<file path="src/rtl/simd_pipeline_sequencer.sv">
// Program sequencer for a four-stage SIMD pipeline: buffers a loaded program,
// issues it in order on start, tracks stage occupancy and signals completion.
module simd_pipeline_sequencer #(
    parameter int DEPTH = 64,
    parameter int IW    = 25,
    parameter int AW    = 6
) (
    input  logic          clk,
    input  logic          reset,
    input  logic          clear,
    input  logic          load_valid,
    input  logic [IW-1:0] load_instr,
    output logic          load_ready,
    input  logic          start,
    input  logic          pause,
    output logic          busy,
    output logic          done,
    output logic          fetch_en,
    output logic [AW-1:0] pc,
    output logic [IW-1:0] instr_out,
    output logic [3:0]    stage_valid,
    output logic          wb_commit,
    output logic [AW:0]   instr_count,
    output logic [AW:0]   commit_count
);

    typedef enum logic [1:0] {S_IDLE, S_RUN, S_DRAIN, S_DONE} state_t;

    localparam logic [AW:0]   DEPTH_N = (AW+1)'(DEPTH);
    localparam logic [AW:0]   ONE_N   = (AW+1)'(1);
    localparam logic [AW-1:0] ONE_PC  = AW'(1);

    state_t        state, state_next;
    logic [IW-1:0] mem [DEPTH];
    logic          load_fire;
    logic          start_fire;
    logic [AW:0]   n_eff;
    logic          run_go;
    logic          last_issue;
    logic          last_commit;

    assign load_fire   = load_valid && load_ready;
    assign start_fire  = (state == S_IDLE) && start && !clear;
    // Program length as it will be after a load accepted in the same cycle.
    assign n_eff       = instr_count + (load_fire ? ONE_N : '0);
    assign run_go      = start_fire && (n_eff != '0);
    assign last_issue  = fetch_en && ({1'b0, pc} == instr_count - ONE_N);
    assign wb_commit   = stage_valid[3];
    assign last_commit = wb_commit && (commit_count + ONE_N == instr_count);

    // NOTE: sequential state uses non-blocking assignments so every register samples pre-edge values.
    always_ff @(posedge clk or posedge reset) begin
        if (reset) state <= S_IDLE;
        else       state <= state_next;
    end

    // NOTE: default assignment first so no path leaves state_next unassigned (no latch).
    always_comb begin
        state_next = state;
        case (state)
            S_IDLE:  if (start_fire) state_next = (n_eff != '0) ? S_RUN : S_DONE;
            S_RUN:   if (last_issue) state_next = S_DRAIN;
            S_DRAIN: if (last_commit) state_next = S_DONE;
            S_DONE:  state_next = S_IDLE;
            default: state_next = S_IDLE;
        endcase
    end

    always_comb begin
        load_ready = 1'b0;
        fetch_en   = 1'b0;
        busy       = 1'b0;
        done       = 1'b0;
        case (state)
            S_IDLE:  load_ready = !clear && (instr_count < DEPTH_N);
            S_RUN:   begin
                fetch_en = !pause;
                busy     = 1'b1;
            end
            S_DRAIN: busy = 1'b1;
            S_DONE:  done = 1'b1;
            default: ;
        endcase
    end

    always_ff @(posedge clk or posedge reset) begin
        if (reset) begin
            pc           <= '0;
            instr_out    <= '0;
            stage_valid  <= '0;
            instr_count  <= '0;
            commit_count <= '0;
        end else begin
            // The shift runs in every state so a pause only inserts a bubble.
            stage_valid <= {stage_valid[2:0], fetch_en};

            if (state == S_IDLE && clear) instr_count <= '0;
            else if (load_fire)           instr_count <= instr_count + ONE_N;

            if (run_go) begin
                pc <= '0;
            end else if (fetch_en) begin
                instr_out <= mem[pc];
                pc        <= pc + ONE_PC;
            end

            if (run_go)         commit_count <= '0;
            else if (wb_commit) commit_count <= commit_count + ONE_N;
        end
    end

    // NOTE: buffer storage has no reset; its contents are meaningless until reloaded.
    always_ff @(posedge clk) begin
        if (load_fire) mem[instr_count[AW-1:0]] <= load_instr;
    end

endmodule

</file>
<file path="config.mk">
export PLATFORM = sky130hd
export DESIGN_NAME = simd_pipeline_sequencer
export DESIGN_NICKNAME = d
export VERILOG_FILES = /design/src/rtl/simd_pipeline_sequencer.sv
export SDC_FILE = /design/constraint.sdc
export NUM_CORES = 1
export LEC_CHECK = 0
export CORE_MARGIN = 8
export CORE_UTILIZATION = 45
export CTS_CLUSTER_DIAMETER = 60
export DETAILED_ROUTE_END_ITERATION = 10
export GPL_TIMING_DRIVEN = 0
export MAX_ROUTING_LAYER = met4
export PLACE_DENSITY_LB_ADDON = 0.3
export SLEW_MARGIN = 20
export SYNTH_ARGS = -nofsm -noshare
export SYNTH_HDL_FRONTEND = slang
export SYNTH_SLANG_ARGS = --single-unit
</file>
<file path="constraint.sdc">
create_clock -name clk -period 7.45 [get_ports clk]
set_clock_uncertainty 0.1 [all_clocks]
set_input_delay 1.49 -clock clk [delete_from_list [all_inputs] [get_ports clk]]
set_output_delay 1.49 -clock clk [all_outputs]
set_load 0.005 [all_outputs]
</file>
==> out/results.ini, run 1 <==
[route]
routed_via_density=6.04
routed_wl_um=175000
avgRoutedWirePerCell_um=32.0
drtIter0Drc=4440
drc=0
drtAntennaViolNets=0
vias=33000
drt_pass1_iterations=6

[floorplanning]
io_pins=85
rows=138
start_util=0.453
core_area_um2=142000
die-area_um2=155000
die_x_um=394
die_h_um=394

[logic_synthesis]
yosys.area_share.simple=0.0249
ys_ff_latch=1651
synth_xor_area_frac=0.00396
synth_compound_area_frac=0.0319
synthCells=3121
synth-seq-area-share=0.769
synth_edf_count=1600
synth_mux_area_frac=0.152
syn_nets=3163
synth_top_family_by_area=multiplexers
syn_area_per_cell_um2=20.6
synth_ff_type=edfxtp_1
synth_area_um2=64200
ys_types=56
ys.warnings.count=0
yosys.area_share.adder=0.00215
async_flop_share=0.0309

[global_routing]
grt_pass1_wl_um=245000
antenna_found_initial=8
grt_max_degree=65
gr-total-overflow=0
grt_pass1_vias=32500
grt_usage=0.227

[clock_tree]
clock_path_buffers=3
clk_latency_ns=0.78
cts-root-buf=clkbuf_16
clock_sinks=1651
cts_resized=0
ctsHtreeMaxLevel=4
cts_tree=yes
cts_made_buffers=160
cts.hold.buffers_added=0
post-cts-setup-buffer-count=0
clk_pin_slew_worst_paths_ns=0.06

[sta]
slew_headroom=0.213
min_period_over_period=0.663
tightestPinTransition_ns=1.18
rsz0062_at_grt=no
setup_ws_ns=2.51
fin_crit_ns=4.94
finalSetupViolations=0
drv_slew=0
fmax_mhz=202
finalHoldViolCount=0
fin_setup_tns_ns=0

[power]
switching_share=0.195
p_per_area_nw_per_um2=245
power_frac_seq=0.556
p_clk_frac=0.433
pwr-share-comb=0.011
irDropWorstVdd_v=0.000205
leakagePower_uw=0.0225
p_sw_uw=3570
internal_power_uw=14700

[placement]
port_buffers=84
gp_congestion=0.891
placedInstanceArea_um2=69700
post-place-ws_ns=2.35
hpwl_um=119000

[layout]
drive_gt1_frac=0.222
fin_nets=3491
area_growth_pct=16.6
final_area_um2=74800

[worst_setup_path]
reg2reg_depth=7
worstSetupPathType=in2out
start_kind=input pin
end_kind=output port
required_ns=5.86
critPathMaxFanout=9
arrival_ns=3.35

[worst_hold_path]
hold_depth=0
hold_class=reg2reg

[run]
drv_cap=0

[outcome]
status=finished, final reports clean

[flip-flops by register name, summed over array words and instances, names as in the netlist]
register and cells:
state 2, instr_count 7, pc 6, mem 1600
instr_out 25, stage_valid 4, commit_count 7
[layer usage]
| metal | wire length [um] | track usage |
|---|---|---|
| met5 | 0 | - |
| met4 | 5170 | 0.0679 |
| met3 | 17400 | 0.0492 |
| met2 | 82100 | 0.344 |
| met1 | 70800 | 0.311 |
[worst max-delay path, cell delays in order]
cell and delay [ns]:
clkdlybuf4s50_1 0.40, nor2b_1 0.10, clkbuf_1 0.69, clkdlybuf4s50_1 0.66
[cell usage after synthesis (all sizes together), types with 2 or more instances]
| library cell | count | area [um2] |
|---|---|---|
| a2111oi | 8 | 70.1 |
| a211oi | 21 | 158 |
| a21oi | 13 | 65.1 |
| a221oi | 30 | 269 |
| a22o | 8 | 70.1 |
| a22oi | 130 | 976 |
| a31oi | 35 | 225 |
| a32o | 3 | 30.0 |
| and2 | 14 | 87.6 |
| and3 | 10 | 62.6 |
| buf | 126 | 826 |
| clkbuf | 53 | 199 |
| dfrtp | 51 | 1280 |
| edfxtp | 1600 | 48000 |
| ha | 11 | 138 |
| inv | 9 | 33.8 |
| mux2i | 337 | 3370 |
| mux4 | 282 | 6350 |
| nand2 | 53 | 199 |
| nand2b | 6 | 37.5 |
| nand3 | 59 | 295 |
| nand3b | 5 | 37.5 |
| nand4 | 11 | 68.8 |
| nand4b | 2 | 17.5 |
| nor2 | 156 | 588 |
| nor2b | 18 | 113 |
| nor3 | 5 | 25.0 |
| nor3b | 3 | 22.5 |
| nor4 | 2 | 12.5 |
| o21ai | 11 | 55.1 |
| o22ai | 2 | 26.3 |
| o32a | 3 | 30.0 |
| or3 | 3 | 18.8 |
| xnor2 | 19 | 166 |
| xor2 | 10 | 87.6 |
[stage by stage]
step | hold WS (ns) | util | cells | power (uW)
5_1_grt | 0.285 | 0.528 | 5472 | 18700
6_report | 0.275 | 0.528 | 5474 | 18300
2_1_floorplan | 0.276 | - | 3121 | 10400
3_5_place_dp | 0.266 | 0.492 | 5177 | 10600
4_1_cts | 0.280 | 0.528 | 5469 | 18400
3_3_place_gp | 0.256 | 0.476 | 5095 | 10600
[power groups by stage]
stage / Clock [uW] / Sequential (uW) / Combinational (uW)
2_1_floorplan: 0 / 10400 / 4.14
3_3_place_gp: 0 / 10400 / 172
3_5_place_dp: 0 / 10400 / 205
4_1_cts: 7990 / 10200 / 205
5_1_grt: 8330 / 10200 / 216
6_report: 7920 / 10200 / 205
[kinds of logic (layout without fill, tap and decap cells)]
| family | count (synthesis) | count (layout) |
|---|---|---|
| compound gates | 273 | 273 |
| xor+xnor | 29 | 29 |
| fa+ha+maj | 11 | 11 |
| buf+inv | 189 | 647 |
| flops | 1651 | 1651 |
| mux | 619 | 619 |
| other cells | 0 | 5 |
| simple gates | 349 | 349 |
[path summary, 6_finish.rpt]
path                                        to  slack (ns)            from
worst max-delay path                  fetch_en        2.51           pause
max in group asynchronous        instr_out[16]        5.76           reset
worst min register to register  stage_valid[2]        0.27  stage_valid[1]
min in group asynchronous       instr_count[2]        0.90           reset
worst max register to register   instr_out[20]        3.18           pc[2]
worst min-delay path            stage_valid[2]        0.27  stage_valid[1]
[cell type report]
| type | count | area, um2 |
|---|---|---|
| buffer | 179 | 1020 |
| multi-input combinational | 1281 | 14300 |
| fill | 10900 | 66800 |
| inverter | 10 | 40.0 |
| timing repair buffer | 166 | 2670 |
| antenna | 5 | 12.5 |
| sequential | 1651 | 49300 |
| clock inverter | 68 | 586 |
| tap | 1890 | 2360 |
| clock buffer | 224 | 4500 |
[placed cells by master (no fill, tap or decap), types with 10 or more instances in the layout]
cell             count
mux2i_1            337
xnor2_1             19
ha_1                11
buf_2               61
buf_16              35
nor2b_1             18
clkinv_1            29
buf_4               65
dfrtp_1             51
clkbuf_8            11
nand2_1             53
buf_12              47
clkinv_2            20
a221oi_1            29
nand4_1             11
buf_6               14
clkbuf_16          167
a31oi_1             34
nor2_1              91
o21ai_0             11
a21oi_1             13
buf_1               10
a211oi_1            21
edfxtp_1          1600
clkdlybuf4s50_1     59
nand3_1             58
nor2_4              64
xor2_1              10
and3_1              10
a22oi_1            130
mux4_2             282
and2_1              13
clkbuf_1            99
(Power assumes the default switching activity.)
==> run 2: changes to the inputs <==
==> constraint.sdc (replaced) <==
create_clock -name clk -period 4.1 [get_ports clk]
set_clock_uncertainty 0.1 [all_clocks]
set_input_delay 0.82 -clock clk [delete_from_list [all_inputs] [get_ports clk]]
set_output_delay 0.82 -clock clk [all_outputs]
set_load 0.005 [all_outputs]
==> run 2 against run 1 <==
  * Global-route usage did not move
  * Sequential power up 81%
  * Sequential share of layout area about the same
  * Combinational power increased by 82%
  * Via count is 0.63% higher
  * Largest cell class unchanged
==> out/results.ini, run 2 (same netlist as run 1, synthesis figures left out) <==
[global_routing]
grt_pass1_vias=32500  ; -0.0092%
antenna_found_initial=8  ; unchanged
grt_busiest_layer=met2
grt_max_degree=65  ; unchanged
grt_usage=0.227  ; unchanged
gr-total-overflow=0  ; unchanged
grt_util_met2=0.344  ; unchanged
grt_util_met3=0.0492  ; unchanged
use_met1=0.311  ; unchanged
grt_pass1_wl_um=245000  ; about the same

[worst_setup_path]
critPathMaxFanout=10  ; +1
required_ns=4.70  ; -1.16 ns
start_kind=register
arrival_ns=4.66  ; +1.31 ns
end_kind=register
worstSetupPathType=reg2reg

[sta]
slew_headroom=0.195  ; -0.0186
finalSetupViolations=0  ; unchanged
fin_crit_ns=4.05
drv_slew=0  ; unchanged
fin_setup_tns_ns=0  ; unchanged
finalHoldViolCount=0  ; unchanged
min_period_over_period=0.989
tightestPinTransition_ns=1.18  ; -0.00258 ns
fmax_mhz=247
rsz0062_at_grt=no

[route]
avgRoutedWirePerCell_um=32.1  ; +0.15%
vias=33300  ; +0.63%
routed_wl_um=176000  ; +0.22%
drtAntennaViolNets=0  ; unchanged
drt_pass1_iterations=6  ; unchanged
drc=0  ; unchanged
drtIter0Drc=4369  ; -1.6%
routed_via_density=6.07  ; +0.55%

[power]
p_sw_uw=6490  ; +82%
pwr-share-comb=0.011  ; about the same
power_frac_seq=0.556  ; about the same
p_clk_frac=0.433  ; about the same
switching_share=0.195  ; about the same
internal_power_uw=26800  ; +82%
leakagePower_uw=0.0226  ; +0.12%
irDropWorstVdd_v=0.000376  ; +83%
p_per_area_nw_per_um2=445  ; +82%

[layout]
fin_util=0.528  ; about the same
largest_reg_flops=1600  ; unchanged
final_cell_mix=edfxtp_1 (1,600), mux2i_1 (337), mux4_2 (282), clkbuf_16 (167), a22oi_1 (130)
area_growth_pct=16.6  ; about the same
fin_nets=3495  ; +0.11%
drive_gt1_frac=0.223  ; +0.00115
layout_commonest_cell=edfxtp_1

[clock_tree]
cts-root-buf=clkbuf_16
clock_sinks=1651  ; unchanged
cts.hold.buffers_added=0  ; unchanged
cts_tree=yes
clk_latency_ns=0.79  ; about the same
clock_path_buffers=3  ; unchanged
cts_made_buffers=160  ; unchanged
ctsHtreeMaxLevel=4  ; unchanged
clk_pin_slew_worst_paths_ns=0.07  ; about the same

[floorplanning]
die-area_um2=155000  ; unchanged
die_h_um=394  ; unchanged
core_area_um2=142000  ; unchanged
io_pins=85  ; unchanged
start_util=0.453  ; unchanged
rows=138  ; unchanged
die_x_um=394  ; unchanged

[run]
drv_cap=0  ; unchanged

[outcome]
status=finished, final reports clean

[worst_hold_path]
hold_class=in2reg

[placement]
port_buffers=84  ; unchanged
gp_congestion=0.891  ; unchanged
hpwl_um=119000  ; unchanged

[run 2: final timing paths]
path | startpoint | endpoint | slack [ns] | cells after the start
worst max-delay path | pc[4] | instr_out[1] | 0.05 | 7
worst max register to register | pc[4] | instr_out[1] | 0.05 | 7
worst min register to register | stage_valid[1] | stage_valid[2] | 0.28 | 0
min in group asynchronous | reset | instr_count[2] | 0.23 | 2
max in group asynchronous | reset | instr_out[19] | 3.08 | 3
worst min-delay path | load_instr[1] | mem[20][1] | 0.16 | 1
[run 2: what timing repair did]
action                                  in CTS  in global routing
setup buffers                                0                  4
gates resized for setup                      2                  0
endpoints found under the setup margin       3                 13
pin swaps                                    0                  1
[run 2: per-stage QoR]
step	instances	cell area [um2]	hold slack, ns	worst slack, ns	total power [uW]
2_1_floorplan	3121	64200	0.276	0.595	18900
3_3_place_gp	5095	67400	0.256	-1.77	19200
3_5_place_dp	5177	69700	0.266	-0.330	19200
4_1_cts	5469	74800	0.0936	0.0637	33400
5_1_grt	5476	74800	0.132	0.00314	34000
6_report	5478	74800	0.158	0.0461	33300
[run 2: critical path, stage by stage, from the launching register on]
cell and delay [ns]:
dfrtp_1 0.44, clkbuf_1 0.34, nor2_1 0.67, nand2_1 0.48, a2111oi_0 1.13, a31oi_1 0.34
and3_1 0.33, a31oi_1 0.16
[run 2: area by class of cell]
class / instances / area [um2]
well taps: 1890 / 2360
repair buffers: 170 / 2720
clock inverters: 68 / 586
inverters: 10 / 40.0
plain buffers: 179 / 1030
multi-input cells: 1281 / 14300
flip-flops and latches: 1651 / 49300
fillers: 10900 / 66800
clock buffers: 224 / 4500
diodes: 5 / 12.5
[run 2: power by group through the flow]
stage	Sequential, uW	Clock (uW)	Combinational, uW
floorplan	18900	0	7.53
global placement	18900	0	312
detailed placement	18800	0	372
CTS	18500	14500	372
global route	18500	15100	392
finish	18500	14400	374
[run 2: per-layer routing]
| layer | wire length, um | part of all wire |
|---|---|---|
| met4 | 5110 | 0.029 |
| met5 | 0 | 0 |
| met3 | 18100 | 0.10 |
| met2 | 82400 | 0.47 |
| met1 | 70300 | 0.40 |
